==> src/rtl/demux_14_tdm_if.sv <==
// demux_14_tdm_if -- bus bundle for the TDM 1:4 demultiplexer.
//   master : serial sample source (drives in_valid, sync, d; observes frame)
//   slave  : the demultiplexer (receives samples; drives y0..y3, sel,
//            frame_valid and, when DEMUX_SYNC_ERR_EN is defined, sync_err)
// Optional macro: DEMUX_SYNC_ERR_EN adds the sync_err status line.
interface demux_14_tdm_if #(parameter int WIDTH = 1);
  logic             in_valid;
  logic             sync;
  logic [WIDTH-1:0] d;
  logic [WIDTH-1:0] y0, y1, y2, y3;
  logic [1:0]       sel;
  logic             frame_valid;
`ifdef DEMUX_SYNC_ERR_EN
  logic             sync_err;

  modport master (output in_valid, sync, d,
                  input  y0, y1, y2, y3, sel, frame_valid, sync_err);
  modport slave  (input  in_valid, sync, d,
                  output y0, y1, y2, y3, sel, frame_valid, sync_err);
`else
  modport master (output in_valid, sync, d,
                  input  y0, y1, y2, y3, sel, frame_valid);
  modport slave  (input  in_valid, sync, d,
                  output y0, y1, y2, y3, sel, frame_valid);
`endif
endinterface

==> src/rtl/demux_14_tdm.sv <==
// demux_14_tdm -- time-division 1:4 demultiplexer.
// Steers each valid serial sample into slot sel = {A,B} (A = MSB) and
// publishes all four slots together as y0..y3 with a one-cycle frame_valid
// pulse when slot 3 arrives. sync forces the current sample to slot 0.
// Ports:
//   clk   : system clock, rising edge
//   rst_n : asynchronous active-low reset
//   bus   : demux_14_tdm_if.slave (in_valid, sync, d -> y0..y3, sel,
//           frame_valid[, sync_err])
// Optional macro: DEMUX_SYNC_ERR_EN -- sync_err pulses one cycle after any
// edge that saw sync while a frame was partially assembled (sel != 0).
module demux_14_tdm #(
  parameter int WIDTH = 1
) (
  input  logic           clk,
  input  logic           rst_n,
  demux_14_tdm_if.slave  bus
);

  typedef enum logic [1:0] {
    SLOT0 = 2'd0,
    SLOT1 = 2'd1,
    SLOT2 = 2'd2,
    SLOT3 = 2'd3
  } slot_e;

  slot_e                 slot_q, slot_d;
  // Slots 0..2 wait here until slot 3 completes the frame.
  logic [2:0][WIDTH-1:0] shadow_q, shadow_d;
  logic [3:0][WIDTH-1:0] chan_q, chan_d;
  logic                  fv_q, fv_d;

  always_ff @(posedge clk or negedge rst_n) begin
    if (!rst_n) begin
      slot_q   <= SLOT0;
      shadow_q <= '0;
      chan_q   <= '0;
      fv_q     <= 1'b0;
    end else begin
      slot_q   <= slot_d;
      shadow_q <= shadow_d;
      chan_q   <= chan_d;
      fv_q     <= fv_d;
    end
  end

  always_comb begin
    slot_d   = slot_q;
    shadow_d = shadow_q;
    chan_d   = chan_q;
    fv_d     = 1'b0;
    if (bus.sync && bus.in_valid) begin
      // Realign: this sample is slot 0 whatever the counter said.
      shadow_d[0] = bus.d;
      slot_d      = SLOT1;
    end else if (bus.sync) begin
      // Abandon the partial frame; stale shadows get overwritten later.
      slot_d = SLOT0;
    end else if (bus.in_valid) begin
      if (slot_q == SLOT3) begin
        // Slot 3 goes straight to y3 so the frame publishes this edge.
        chan_d = {bus.d, shadow_q[2], shadow_q[1], shadow_q[0]};
        fv_d   = 1'b1;
        slot_d = SLOT0;
      end else begin
        for (int i = 0; i < 3; i++)
          if (int'(slot_q) == i) shadow_d[i] = bus.d;
        slot_d = slot_e'(slot_q + 2'd1);
      end
    end
  end

  assign bus.y0          = chan_q[0];
  assign bus.y1          = chan_q[1];
  assign bus.y2          = chan_q[2];
  assign bus.y3          = chan_q[3];
  assign bus.sel         = slot_q;
  assign bus.frame_valid = fv_q;

`ifdef DEMUX_SYNC_ERR_EN
  logic se_q;

  // Flags both sync+valid and sync-only realigns that cut a frame short.
  always_ff @(posedge clk or negedge rst_n) begin
    if (!rst_n) se_q <= 1'b0;
    else        se_q <= bus.sync && (slot_q != SLOT0);
  end

  assign bus.sync_err = se_q;
`endif

endmodule

==> src/flat_wrapper.sv <==
// flat-port wrapper written by rule: the top's interface ports become plain ports
module demux_14_tdm_flat 
#(
  parameter int WIDTH = 1
)
  (clk, rst_n, bus_in_valid, bus_sync, bus_d, bus_y0, bus_y1, bus_y2, bus_y3, bus_sel, bus_frame_valid);
  demux_14_tdm_if #(.WIDTH(WIDTH)) bus_i ();
  input  logic clk;
  input  logic rst_n;
  input wire logic [$bits(bus_i.in_valid)-1:0] bus_in_valid;
  input wire logic [$bits(bus_i.sync)-1:0] bus_sync;
  input wire logic [$bits(bus_i.d)-1:0] bus_d;
  output wire logic [$bits(bus_i.y0)-1:0] bus_y0;
  output wire logic [$bits(bus_i.y1)-1:0] bus_y1;
  output wire logic [$bits(bus_i.y2)-1:0] bus_y2;
  output wire logic [$bits(bus_i.y3)-1:0] bus_y3;
  output wire logic [$bits(bus_i.sel)-1:0] bus_sel;
  output wire logic [$bits(bus_i.frame_valid)-1:0] bus_frame_valid;
  assign bus_i.in_valid = bus_in_valid;
  assign bus_i.sync = bus_sync;
  assign bus_i.d = bus_d;
  assign bus_y0 = bus_i.y0;
  assign bus_y1 = bus_i.y1;
  assign bus_y2 = bus_i.y2;
  assign bus_y3 = bus_i.y3;
  assign bus_sel = bus_i.sel;
  assign bus_frame_valid = bus_i.frame_valid;
  demux_14_tdm #(.WIDTH(WIDTH)) u_core (.clk(clk), .rst_n(rst_n), .bus(bus_i));
endmodule
==> config.mk <==
export PLATFORM = sky130hd
export DESIGN_NAME = demux_14_tdm_flat
export DESIGN_NICKNAME = d
export VERILOG_FILES = /design/src/rtl/demux_14_tdm_if.sv /design/src/rtl/demux_14_tdm.sv /design/src/flat_wrapper.sv
export SDC_FILE = /design/constraint.sdc
export NUM_CORES = 1
export LEC_CHECK = 0
export ABC_CLOCK_PERIOD_IN_PS = 2950
export CAP_MARGIN = 20
export CORE_MARGIN = 3
export CORE_UTILIZATION = 32
export CTS_BUF_LIST = sky130_fd_sc_hd__clkbuf_16
export CTS_CLUSTER_SIZE = 14
export DETAILED_ROUTE_END_ITERATION = 8
export PLACE_DENSITY = 0.6
export SLEW_MARGIN = 10
export SYNTH_ARGS = -nofsm -noshare
export SYNTH_HDL_FRONTEND = slang
export SYNTH_SLANG_ARGS = --single-unit
==> constraint.sdc <==
create_clock -name clk -period 2.95 [get_ports clk]
set_input_delay 0.59 -clock clk [delete_from_list [all_inputs] [get_ports clk]]
set_output_delay 0.59 -clock clk [all_outputs]
set_load 0.01 [all_outputs]
# Word level (Yosys, flattened, before mapping)
# Cells that the tools add are included.
# totals
reg_bits	10
in_bits	5
output_inout_bits	7
wordCells	40
# op_classes
add_sub_neg	1
n_eq_ne	5
mux	13
bitwise	3
n_reduce_logical	9
# ops
op	n
5-bit AND reduction	2
1-bit two-way mux	9
2-bit two-way mux	4
4-bit AND reduction	2
2-bit equality test, second input constant	3
2-bit by 1-bit != test with 1-bit output, second input constant	2
2-bit nonzero test	2
1-bit inverter	3
3-bit nonzero test	1
2-bit by 1-bit adder with 2-bit output, second input constant	1
2-bit logical NOT	1
1-bit logical AND	1

# Logic depth before layout (Yosys ltp)
# Gate-level depths: netlist (run 1).
# depth
word_depth	6
mapped_depth	5
mapped_depth_nobuf	5

# Worst setup path after synthesis (run 1)
# No wires, ideal clock.
# synth_path
path_kind	reg2reg
from	register u_core.slot_q[0] (netlist: u_core.bus.sel[0])
to	register u_core.shadow_q[0] (netlist bit)
setup_time_ns	0.125
arrival_time_ns	1.303
t_required_ns	2.825
slack_ns	1.523
stages_incl_launch_ff	6
path_buffers	0
period_less_slack_ns	1.427
path_cell_list	dfrtp_1 -> inv_1 -> ha_1 -> nor2b_1 -> o21ai_0 -> mux2_2
# synth_between
elab_chain_len	3
# synth_lines
element	line	rtl
from (decl)	demux_14_tdm.sv:27	slot_e slot_q, slot_d;
from (signal assigned)	demux_14_tdm.sv:40	slot_q <= slot_d;
2-bit equality test or 2-bit logical NOT (tied branches)	demux_14_tdm.sv:60, demux_14_tdm.sv:67	
2-bit by 1-bit != test with 1-bit output (no source line) or 2-bit nonzero test (tied branches)	--	
4-bit AND reduction (no source line) *	--	
to (signal assigned)	demux_14_tdm.sv:41	shadow_q <= shadow_d;
to (decl)	demux_14_tdm.sv:29	logic [2:0][WIDTH-1:0] shadow_q, shadow_d;
# Mark *: on every way between the ends. The rest lies on a longest branch, timed or not.
# A chain may end at the register's enable or synchronous reset.

# Final worst setup path (run 1)
# layout_path
from	register u_core.slot_q[0] (netlist: u_core.bus.sel[0])
to	output port bus_sel[0]
# layout_rtl
element	line	rtl
to (decl)	flat_wrapper.sv:17	output wire logic [$bits(bus_i.sel)-1:0] bus_sel;
# No word-level cell between the ends.

==> results of run 1 <==
-- flip-flops by register name, indices dropped and copies added (netlist names) --
register / flops
u_core.shadow_q: 3
u_core.bus.sel: 2
u_core.bus.frame_valid: 1
u_core.bus.y0: 1
u_core.bus.y1: 1
u_core.bus.y2: 1
u_core.bus.y3: 1
-- synth_stat cells, drive strengths merged --
cell	number
ha	4
o21ai	2
dfrtp	10
nor2b	1
nor3b	1
inv	3
mux2i	1
mux2	7
nand2	2
nand3b	1
o31ai	1
nor2	2
-- worst paths after layout --
check	from	end	slack [ns]	depth (start not counted)
max in group asynchronous	rst_n	u_core.bus.sel[1]$_DFFE_PN0P_	1.96	1
worst min-delay path	u_core.shadow_q[1]$_DFFE_PN0P_	u_core.shadow_q[1]$_DFFE_PN0P_	0.49	1
worst max-delay path	u_core.bus.sel[0]$_DFFE_PN0P_	bus_sel[0]	1.15	1
worst max register to register	u_core.bus.sel[0]$_DFFE_PN0P_	u_core.shadow_q[0]$_DFFE_PN0P_	1.47	5
worst min register to register	u_core.shadow_q[1]$_DFFE_PN0P_	u_core.shadow_q[1]$_DFFE_PN0P_	0.49	1
min in group asynchronous	rst_n	u_core.bus.frame_valid$_DFF_PN0_	0.68	1
-- routing by layer --
metal,global-route usage (%),share of wire [%]
met1,13.6,41
met3,4.15,7.0
met5,0,0
met4,7.23,1.9
met2,14.8,50
-- power groups by stage --
stage	clock network (uW)	registers [uW]	logic (uW)
6_report	230	192	116
5_1_grt	246	197	126
4_1_cts	236	193	119
3_5_place_dp	0	195	118
3_3_place_gp	0	192	113
2_1_floorplan	0	202	40.7
-- through the flow --
stage	std cells	cell area, um^2
floorplan	35	459
global placement	61	588
detailed placement	61	588
CTS	64	663
global route	64	663
finish	64	663
-- cell families (layout without fill, tap and decap cells) --
family / after synthesis / in the layout / synth area share (%)
compound gates: 3 / 3 / 3.82
fa+ha+maj: 4 / 4 / 10.9
buf+inv: 3 / 17 / 2.45
flops: 10 / 10 / 54.5
mux: 8 / 8 / 19.3
simple gates: 7 / 7 / 8.99
-- cell type report --
cell class / instances / share of cell area, %
flip-flops and latches: 10 / 37.7
multi-input cells: 22 / 29.8
repair buffers: 11 / 16.6
clock buffers: 3 / 11.3
well taps: 15 / 2.83
inverters: 3 / 1.70
==> metrics.txt, run 1 <==
CP Capture Type output pin; Reg area roughly 250 um^2; Flop pwr share between 30% and 40%; count of cell types in the netlist 13; slew of the pin with the lowest slew margin ~0.46 ns; CP cell instances clkdlybuf4s50_1; mapped cell area approximately 460 um^2; DRC violations left 0; initial core utilization around a third; CTS Buf Count 3; Final GP Congestion about 0.84; post-synthesis average cell area ~13 um^2; pin count of the biggest net entering global routing 11; area grow syn2layout 44.4%; vias per cell roughly 4.8; Total Nets Final 60; setup_tns 0 ns; Die Width approximately 44 um; Row Count 13; Hold Vio Cnt, Final 0; H-tree Lvls 1; Worst VDD drop 0.330 mV; Setup crit start kind register; PortBufs 11; Yosys top cell by area dfrtp_1; fmax roughly 0.56 GHz; switching share of power approximately 22%; CP max stage cell clkdlybuf4s50_1; most common cell after layout, fill and taps aside clkdlybuf4s50_1; max-slew violation count 0; post-layout worst setup margin ~1.2 ns; Total Wirelength 842 um; clock period minus final worst setup slack between 1.5 and 2 ns; Worst Path Required roughly 2.4 ns; clock sinks 10; grt total ovfl 0; via count 304; io pins 12; status complete, no violations; clk root buf clkbuf_16; Yosys warning total 0; vias in the first global route 320; top cells by area, synth dfrtp_1 54%, mux2_2 12%, ha_1 11%, mux2_1 4.9%, nor3b_2 2.7%; Clock Path Buffers 2; share of cells above drive strength 1 between 10% and 20%; first-pass GRT wire length 1430 um; type of the worst setup path reg2out; Psw around 120 uW; setup slack at placement 1.01 ns; CORE AREA between 1000 and 1500 um^2; Worst Skew roughly 0.00057 ns; 1st-iter DRT viols 1; slowest cell delay on critical path 0.57 ns; Pint 420 uW; Hold Slack just under 0.5 ns; Hold Path Class reg2reg; total power approximately 540 uW; total of max-cap violations 0; flops & latches, synth 10; Rel. slew slack a little over two thirds; Post-CTS Setup Inserts 0; syn_nets between 40 and 50; Worst-path clk slew about 0.040 ns; DRT antenna net count 0; antenna violations before repair 0; WL per Instance around 13 um; synthesized instance count 35; crit-path leading delay family buffers and inverters; post-synth top area share roughly 54%; sequential area share after synthesis roughly 54%; router iterations before antenna repair 2; GRT Overall Usage between 10 and 15%; total inserted antenna cells 0; cts hold-fix bufs 0; die area 1930 um^2; utilization after layout around half; Die Y around 44 um; PD cells between 800 and 900 nW/um^2; final period utilization 60.9%; crit path max fanout 5; Multi-input gate area 198 um^2; DP HPWL 662 um; PostCTS Resize Cnt 0; fillers roughly 110; worst skew pair latency approximately 0.23 ns; RSZ-0062 raised after global routing no; CTS tree done; leak pwr between 0.0003 and 0.0004 uW; crit path DAT approximately 1.2 ns; Comb pwr share 21.6%; final-report setup violation count 0; commonest cells after routing, fill and taps aside 11 x clkdlybuf4s50_1, 10 x dfrtp_1, 5 x mux2_2; power share of the clock group 42.7%; Crit path buffers/inverters 1
Note: power is estimated with default switching activity, not from simulation.
==> run 2, diff against run 1 <==
--- a/config.mk
+++ b/config.mk
@@ -5,7 +5,7 @@
 export SDC_FILE = /design/constraint.sdc
 export NUM_CORES = 1
 export LEC_CHECK = 0
-export ABC_CLOCK_PERIOD_IN_PS = 2950
+export ABC_CLOCK_PERIOD_IN_PS = 1800
 export CAP_MARGIN = 20
 export CORE_MARGIN = 3
 export CORE_UTILIZATION = 32
==> constraint.sdc (replaced) <==
create_clock -name clk -period 1.8 [get_ports clk]
set_input_delay 0.36 -clock clk [delete_from_list [all_inputs] [get_ports clk]]
set_output_delay 0.36 -clock clk [all_outputs]
set_load 0.01 [all_outputs]
==> metrics.txt, run 2 (same netlist as run 1, synthesis figures left out) <==
Worst-path clk slew 0.04 ns (about the same); 1st-iter DRT viols 4 (was 1); Hold Path Class in2async (was reg2reg); via count 319 (was 304); M2 GR Usage 18.3% (was 14.8%); CP Capture Type output pin (unchanged); clock period minus final worst setup slack 1.60 ns; CP cell instances clkdlybuf4s50_1 (unchanged); Hold Vio Cnt, Final 0 (unchanged); crit-path leading delay family buffers and inverters (unchanged); slowest cell delay on critical path 0.59 ns (was 0.57 ns); leak pwr 0.000317 uW (was 0.000311 uW); RSZ-0062 raised after global routing no (unchanged); DP HPWL 685 um (was 662 um); io pins 12 (unchanged); Row Count 13 (unchanged); type of the worst setup path reg2out (unchanged); max-slew violation count 0 (unchanged); Most flops, register u_core.shadow_q (unchanged); clock sinks 10 (unchanged); worst skew pair latency 0.24 ns (was 0.23 ns); crit path max fanout 5 (unchanged); crit path DAT 1.24 ns (was 1.21 ns); fmax 0.625 GHz; H-tree Lvls 1 (unchanged); WL per Instance 14.1 um (was 13.2 um); first-pass GRT wire length 1570 um (was 1430 um); pin count of the biggest net entering global routing 11 (unchanged); setup_tns 0 ns (unchanged); Die Y 43.9 um (unchanged); Final GP Congestion 0.823 (was 0.838); vias per cell 4.83 (was 4.75); GRT Overall Usage 11.7% (was 10.7%); Total Wirelength 932 um (was 842 um); max reg flops 3 (unchanged); cts hold-fix bufs 0 (unchanged); initial core utilization 34.9% (unchanged); Psw 209 uW (was 117 uW); Pint 694 uW (was 420 uW); vias in the first global route 345 (was 320); grt total ovfl 0 (unchanged); clk root buf clkbuf_16 (unchanged); busiest layer in global routing met2 (unchanged); Die Width 43.9 um (unchanged); Worst Skew 0.00600 ns (was 0.000569 ns); CTS tree done (unchanged); Clock Path Buffers 2 (unchanged); final-report setup violation count 0 (unchanged); slew of the pin with the lowest slew margin 0.458 ns (was 0.457 ns); PostCTS Resize Cnt 0 (unchanged); Worst Path Required 1.44 ns (was 2.36 ns); DRC violations left 0 (unchanged); total of max-cap violations 0 (unchanged); Total Nets Final 61 (was 60); Worst VDD drop 0.795 mV (was 0.330 mV); Reg2Reg Setup Slack 0.35 ns (was 1.47 ns); Rel. slew slack 69.4% (was 69.5%); DRT antenna net count 0 (unchanged); final period utilization 88.8%; router iterations before antenna repair 2 (unchanged); Crit path buffers/inverters 1 (unchanged); CORE AREA 1320 um^2 (unchanged); met3 usage 7.88% (was 4.15%); die area 1930 um^2 (unchanged); CP max stage cell clkdlybuf4s50_1 (unchanged); PortBufs 11 (unchanged); Comb pwr share 21.2% (was 21.6%); fillers 114 (was 112); switching share of power 23.1% (was 21.8%); area grow syn2layout 46.9% (was 44.4%); Flop pwr share 35.1% (was 35.7%); commonest cells after routing, fill and taps aside 11 x clkdlybuf4s50_1, 10 x dfrtp_1, 5 x mux2_2 (unchanged); total inserted antenna cells 0 (unchanged); Post-CTS Setup Inserts 0 (unchanged); power share of the clock group 43.8% (was 42.7%); PD cells 1340 nW/um^2 (was 810 nW/um^2); share of cells above drive strength 1 19.6% (was 18.4%); CTS Buf Count 3 (unchanged); utilization after layout 51.2% (was 50.3%); status complete, no violations (unchanged); most common cell after layout, fill and taps aside clkdlybuf4s50_1 (unchanged); antenna violations before repair 0 (unchanged); Setup crit start kind register (unchanged); grt met1 use 12.6% (was 13.6%)
## run 2: cell count changes in the layout (fill, tap and decap cells not counted), sizes merged
cell,delta
clkinv,+1
buf,+1
## run 2: routing by layer
metal	vias to the layer above	part of all wire, %	wire length [um]
met5	-	0	0
met4	0	1.5	14
met3	5	7.7	72
met2	9	50	470
met1	154	40	375
li1	151	-	-
## run 2: per-stage QoR
| step | power (uW) | cells | hold slack (ns) | cell area, um^2 | setup slack (ns) |
|---|---|---|---|---|---|
| 6_report | 903 | 66 | 0.441 | 674 | 0.201 |
| 5_1_grt | 947 | 66 | 0.468 | 674 | 0.181 |
| 4_1_cts | 913 | 66 | 0.452 | 674 | 0.205 |
| 3_5_place_dp | 514 | 62 | 0.485 | 596 | 0.0782 |
| 3_3_place_gp | 501 | 62 | 0.476 | 596 | 0.132 |
| 2_1_floorplan | 398 | 35 | 0.0644 | 459 | 0.373 |
## run 2: path summary, 6_finish.rpt
check | end | from | cells past startpoint
max | bus_sel[1] | u_core.bus.sel[1]$_DFFE_PN0P_ | 1
min | u_core.bus.y2$_DFFE_PN0P_ | rst_n | 1
max reg2reg | u_core.shadow_q[0]$_DFFE_PN0P_ | u_core.bus.sel[0]$_DFFE_PN0P_ | 5
min reg2reg | u_core.shadow_q[1]$_DFFE_PN0P_ | u_core.shadow_q[1]$_DFFE_PN0P_ | 1
max in group asynchronous | u_core.bus.sel[0]$_DFFE_PN0P_ | rst_n | 1
min in group clk | u_core.shadow_q[1]$_DFFE_PN0P_ | u_core.shadow_q[1]$_DFFE_PN0P_ | 1
## run 2: power groups by stage
stage / Clock [uW] / Combinational (uW) / Sequential (uW)
after floorplan: 0 / 66.7 / 331
after global placement: 0 / 187 / 314
after detailed placement: 0 / 195 / 319
after CTS: 402 / 195 / 316
after global routing: 413 / 210 / 324
final: 395 / 191 / 316
## run 2: final cells by class
class / instances / area (um^2) / area share, %
inverters: 3 / 11.3 / 1.67
clock inverters: 1 / 3.75 / 0.557
multi-input cells: 22 / 198 / 29.3
repair buffers: 12 / 118 / 17.4
clock buffers: 3 / 75.1 / 11.1
well taps: 15 / 18.8 / 2.78
flip-flops and latches: 10 / 250 / 37.1
